[src/rtl/led_pwm_stage.sv]
// Two-channel LED pad stage: shared PWM brightness and optional blink gate.
// Define LED_BLINK_EN to build the blink counter and phase gate.
module led_pwm_stage #(
  parameter int PWM_W       = 8,
  parameter int PRESCALE    = 12000,
  parameter int BLINK_TICKS = 500
) (
  input  logic             clk,
  input  logic             rst_n,
  input  logic             in_a,
  input  logic             in_b,
  input  logic [PWM_W-1:0] duty,
  input  logic             blink,
  output logic             led_a,
  output logic             led_b,
  output logic             tick
);

  localparam int PRE_W = $clog2(PRESCALE);
  localparam logic [PRE_W-1:0] PRE_MAX =
    PRE_W'(PRESCALE - 1);

  logic [PRE_W-1:0] pre_cnt;
  logic [PWM_W-1:0] pwm_cnt;
  logic [PWM_W-1:0] duty_q;
  logic             wrap;
  logic             pwm_last;
  logic             pwm_on;
  logic             gate;

  assign wrap     = (pre_cnt == PRE_MAX);
  assign pwm_last = &pwm_cnt;
  assign pwm_on   = (pwm_cnt < duty_q);

`ifdef LED_BLINK_EN
  localparam int BLK_W =
    (BLINK_TICKS > 1) ? $clog2(BLINK_TICKS) : 1;
  localparam logic [BLK_W-1:0] BLK_MAX =
    BLK_W'(BLINK_TICKS - 1);

  logic [BLK_W-1:0] blink_cnt;
  logic             phase;

  // Runs even when blink is low so the phase stays aligned.
  always_ff @(posedge clk or negedge rst_n) begin
    if (!rst_n) begin
      blink_cnt <= '0;
      phase     <= 1'b1;
    end else if (wrap) begin
      if (blink_cnt == BLK_MAX) begin
        blink_cnt <= '0;
        phase     <= ~phase;
      end else begin
        blink_cnt <= blink_cnt + 1'b1;
      end
    end
  end

  assign gate = blink ? phase : 1'b1;
`else
  logic unused_blink;

  assign unused_blink = blink;
  assign gate         = 1'b1;
`endif

  // Duty is shadowed so a period is never truncated or stretched.
  always_ff @(posedge clk or negedge rst_n) begin
    if (!rst_n) begin
      pre_cnt <= '0;
      tick    <= 1'b0;
      pwm_cnt <= '0;
      duty_q  <= '0;
      led_a   <= 1'b0;
      led_b   <= 1'b0;
    end else begin
      pre_cnt <= wrap ? '0 : pre_cnt + 1'b1;
      tick    <= wrap;
      pwm_cnt <= pwm_cnt + 1'b1;
      if (pwm_last) begin
        duty_q <= duty;
      end
      led_a <= in_a & pwm_on & gate;
      led_b <= in_b & pwm_on & gate;
    end
  end

endmodule

[config.mk]
export PLATFORM = sky130hd
export DESIGN_NAME = led_pwm_stage
export DESIGN_NICKNAME = d
export VERILOG_FILES = /design/src/rtl/led_pwm_stage.sv
export SDC_FILE = /design/constraint.sdc
export NUM_CORES = 1
export LEC_CHECK = 0
export BUFFER_PORTS_ARGS = -buffer_cell sky130_fd_sc_hd__buf_4
export CORE_MARGIN = 8
export CORE_UTILIZATION = 55
export DETAILED_ROUTE_END_ITERATION = 8
export PLACE_DENSITY_LB_ADDON = 0.2
export SLEW_MARGIN = 20
export SYNTH_ARGS = -nofsm -noshare
export SYNTH_HDL_FRONTEND = slang
export SYNTH_SLANG_ARGS = --single-unit
[constraint.sdc]
create_clock -name clk -period 4.74 [get_ports clk]
set_clock_uncertainty 0.1 [all_clocks]
set_input_delay 0.237 -clock clk [delete_from_list [all_inputs] [get_ports clk]]
set_output_delay 0.237 -clock clk [all_outputs]
set_load 0.01 [all_outputs]
## After elaboration in Yosys (flattened, before gate mapping)

Index checks and enable logic that the tools add are counted.

| storage, ports and cells | value |
|---|---|
| flip-flop bits (word level) | 33 |
| input port bits | 13 |
| logic and storage cells | 14 |
| output and inout bits | 3 |

| operators by class | value |
|---|---|
| muxes and demuxes | 1 |
| bitwise gates (word level) | 2 |
| eq/ne operators | 1 |
| reductions and logical operators | 1 |
| add/sub/neg operators | 2 |
| magnitude comparators | 1 |

Operator list:

| operator | count |
|---|---|
| adder 14 x 1 -> 14 bit, second input constant | 1 |
| == test 14 bit, second input constant | 1 |
| two-way mux 14 bit | 1 |
| adder 8 x 1 -> 8 bit, second input constant | 1 |
| < comparator 8 bit | 1 |
| AND reduction 8 bit | 1 |
| AND 1 bit | 2 |

## Depth between registers and ports, before layout

| logic depth | value |
|---|---|
| depth in word-level cells | 2 |
| mapped depth | 6 |
| gate-level depth less buffers | 6 |

## Worst setup path before layout

No wires, ideal clock.

| timing path | value |
|---|---|
| path type | reg-to-reg |
| start | register pre_cnt[5] |
| end | register pre_cnt[7] |
| required time | 4,509 ps |
| path slack | 3,034 ps |
| data arrival time | 1,475 ps |
| library setup time | 131 ps |
| buffers on the path | 1 |
| stages on the path, launching flop included | 5 |
| period minus slack after synthesis | 1,706 ps |
| cells stage by stage | dfrtp_1 -> or4b_4 -> nor4_4 -> buf_6 -> o221ai_2 |

| on the way | value |
|---|---|
| cells in the longest elaborated chain, start to end | 2 |
| elaborated cells between the ends (all ways) | 3 |
| those cells by class | add/sub (1); eq/ne (1); mux (1) |

Ends and longest elaborated chain:

| item | RTL line | source |
|---|---|---|
| start, declared | 23 | `logic [PRE_W-1:0] pre_cnt;` |
| start signal, assigned | 77 | `pre_cnt <= wrap ? '0 : pre_cnt + 1'b1;` |
| == test 14 bit | 31 | `assign wrap = (pre_cnt == PRE_MAX);` |
| net wrap | 26 | `logic wrap;` |
| two-way mux 14 bit | 77 |  |

The timed path passes the listed nets, and every way through them passes these cells.
A chain may end at the register's enable or synchronous reset.

## Worst setup path in the final report

| timing path | value |
|---|---|
| start | register pre_cnt[8] |
| end | register pre_cnt[11] |

| on the way | value |
|---|---|
| cells in the longest elaborated chain, start to end | 2 |
| elaborated cells between the ends (all ways) | 3 |
| those cells by class | add/sub (1); eq/ne (1); mux (1) |

Ends and longest elaborated chain:

| item | RTL line |
|---|---|
| adder 14 x 1 -> 14 bit or == test 14 bit (tied branches) | 77, 31 |
| two-way mux 14 bit (*) | 77 |

Every way passes the cells marked *; elsewhere a longest branch is shown, timed or not.

==> summary.txt <==
Outcome
  • Status: finished clean

Timing
  • RSZ-0062 raised after global routing: no
  • Crit path time final: roughly 2200 ps
  • Fin Setup TNS: 0 ps
  • Worst rel slew slack: 57.9%
  • Final hold violation count: 0
  • Slew Limit Fails: 0
  • Worst-Margin Slew: 627 ps
  • Fmax achieved: 457 MHz
  • Final worst path period share: between 40% and 50%
  • Final setup viols: 0

Floorplan
  • Die Height: 69.1 um
  • Die area: around 0.0048 mm^2
  • Die extent in x: 69.1 um
  • Ports: 16
  • Starting Density: 57.3%
  • Core outline area: ~0.0027 mm^2
  • FP Rows: 19

Setup path
  • Data required time of the worst path: 4860 ps
  • Setup slack, reg-to-reg: around 2600 ps
  • Reg2reg start: pre_cnt[8]
  • Crit path capture: pre_cnt[11]
  • CP Class: flop to flop
  • Worst r2r path cells: 4
  • Crit start category: flop
  • CP max FO: 11
  • Worst setup startpoint: pre_cnt[8]
  • R2R Path End: pre_cnt[11]
  • Worst EP arrival: 2310 ps
  • Type of destination of the critical path: flop

Clock tree
  • Post-CTS Setup Repair Bufs: 0
  • Max clock buf depth: 2
  • Clock transition time at the flip-flop clock pins of the worst setup and hold paths: 110 ps
  • Clk_lat worst skew: 340 ps
  • Max H-tree Level: 2
  • Root Buffer Master: clkbuf_4
  • CTS buffer count: 5
  • CTS tree: yes
  • CTS sink cnt: 33
  • Cells resized by post-CTS repair: 0
  • Post-cts hold buffer count: 2

Logic synthesis
  • Most frequent cell after synthesis: dfrtp_1
  • Syn nets: 158
  • Synth cell count leaders: dfrtp_1 (33), nand3_1 (12), nor2_1 (11)
  • Ys Warns: 0
  • Seq/Total Area, Yosys: 53.2%
  • Post-synth ARST share: 100%
  • Post-Syn Area: 0.00155 mm^2
  • Post-synth top area share: 53.2%
  • Number of synthesized flops with an enable pin: 0
  • Avg Cell Area, Syn: 11.4 um^2
  • Post-synth cell types: 27
  • Post-Synthesis Cells: 136
  • Top_reg_cell synth: dfrtp_1
  • FF+latch count, synth: 33
  • Top post-synthesis cells by area: dfrtp_1 (53%), ha_1 (7.3%), mux2_2 (5.8%)
  • Cell taking the most area after synthesis: dfrtp_1

Placement
  • Placed inst area: 0.00168 mm^2
  • GP Congestion: 0.799
  • Dpl hpwl: about 1900 um
  • Port-buffer cells: 14

Finish
  • Final #Nets: 178
  • Ratio of cells with drive above 1 in the final layout: 20.4%
  • Number of antenna diodes: 0
  • P&R area growth vs syn: 14.7%
  • Post-Layout Inst Area: roughly 0.0018 mm^2

Worst hold path
  • Hold Path Class: primary input to flop

Detailed routing
  • Antenna viol nets, final: 0
  • Vias per Instance: between 5 and 6
  • Routed via count: 1,024
  • Final WL: 2660 um
  • Detailed Routing Iterations Pass 1: 4
  • Drc violations: 0
  • Starting DRT DRC Count: 30
  • Routed WL per cell: about 14 um

Global routing
  • Vias in the first global route: around 1,100
  • First-pass GRT wire length: about 4700 um
  • Initial antenna violation count: 0
  • Total grt overflow: 0
  • Largest net degree at the start of global routing: 34
  • Total GRT Usage: 12.0%

Pwr
  • Peak VDD IR: 0.000258 V
  • Cell area power density: 289 mW/mm^2
  • LEAKAGE: 0.855 nW

Job
  • Max Cap Violations: 0
layout make-up:
type	count	area [um^2]
flip-flops and latches	33	826
clock buffers	7	55.1
well taps	31	38.8
repair buffers	16	125
inverters	10	37.5
multi-input cells	90	668
clock inverters	1	30.0
fillers	219	930
metal layers:
layer | vias up | wire length (um) | GRT usage [%] | part of all wire, %
li1 | 503 | - | - | -
met1 | 502 | 1170 | 12.4 | 44
met2 | 12 | 1350 | 20.7 | 51
met3 | 7 | 89 | 3.86 | 3.3
met4 | 0 | 59 | 7.29 | 2.2
met5 | - | 0 | 0 | 0
state kept, by name, summed over array words and instances, names as in the netlist:
signal and flops:
led_b 1, tick 1, pwm_cnt 8, pre_cnt 14, led_a 1, duty_q 8
where the power goes:
part	total, mW	internal [mW]	switching (mW)	leakage (nW)
logic	0.0131	0.00678	0.00635	0.377
registers	0.281	0.281	0	0.432
clock network	0.221	0.126	0.0950	0.0455
total	0.515	0.414	0.101	0.855
kinds of logic after synthesis:
logic type	count (synthesis)	share of synthesized area, %
AOI/OAI and AO/OA	11	5.16
DFF	33	53.2
and+or+nand+nor	46	15.8
muxes	8	5.80
buffers and inverters	13	3.79
adders and majority gates	9	7.25
xor gates and xnor gates	16	9.03
layout by cell type (no fill, tap or decap), drive strengths merged:
master	count
dfrtp	33
buf	14
nand3	12
nor2	11
inv	10
ha	9
xor2	8
xnor2	8
mux2	8
nand2	7
clkbuf	7
nor3	4
a21oi	4
nand4	3
and3	3
o21ai	2
dlygate4sd3	2
nor4	2
or4b	1
and2	1
o22a	1
o221ai	1
nor2b	1
o2111a	1
nand2b	1
a211oi	1
a21o	1
bufinv	1
worst min-delay path by stage:
stage / start / endpoint / slack [ps] / cells after the start
after detailed placement: rst_n / duty_q[3] / 100 / 1
final: in_b / led_b / 7 / 3
after CTS: in_b / led_b / 1 / 3
after global placement: rst_n / duty_q[2] / 90 / 1
after floorplan: rst_n / duty_q[0] / -160 / 0
after global routing: in_b / led_b / 2 / 3
metrics by stage:
step           instances  worst slack (ps)  utilization [%]  hold slack (ps)  total power [mW]
4_1_cts              188              2560             65.7             1.44             0.520
5_1_grt              188              2470             65.7             1.73             0.536
6_report             188              2550             65.7             7.39             0.515
3_3_place_gp         178              2630             61.8             92.5             0.299
3_5_place_dp         178              2590             61.8              100             0.299
2_1_floorplan        136              3030                -             -159             0.287
worst max-delay path, cell delays in order (launching register included):
cell and delay (ps):
dfrtp_1 440, or4b_4 570, nor4_4 600, nor2_1 140, o22a_1 220
(Power assumes the default switching activity.)
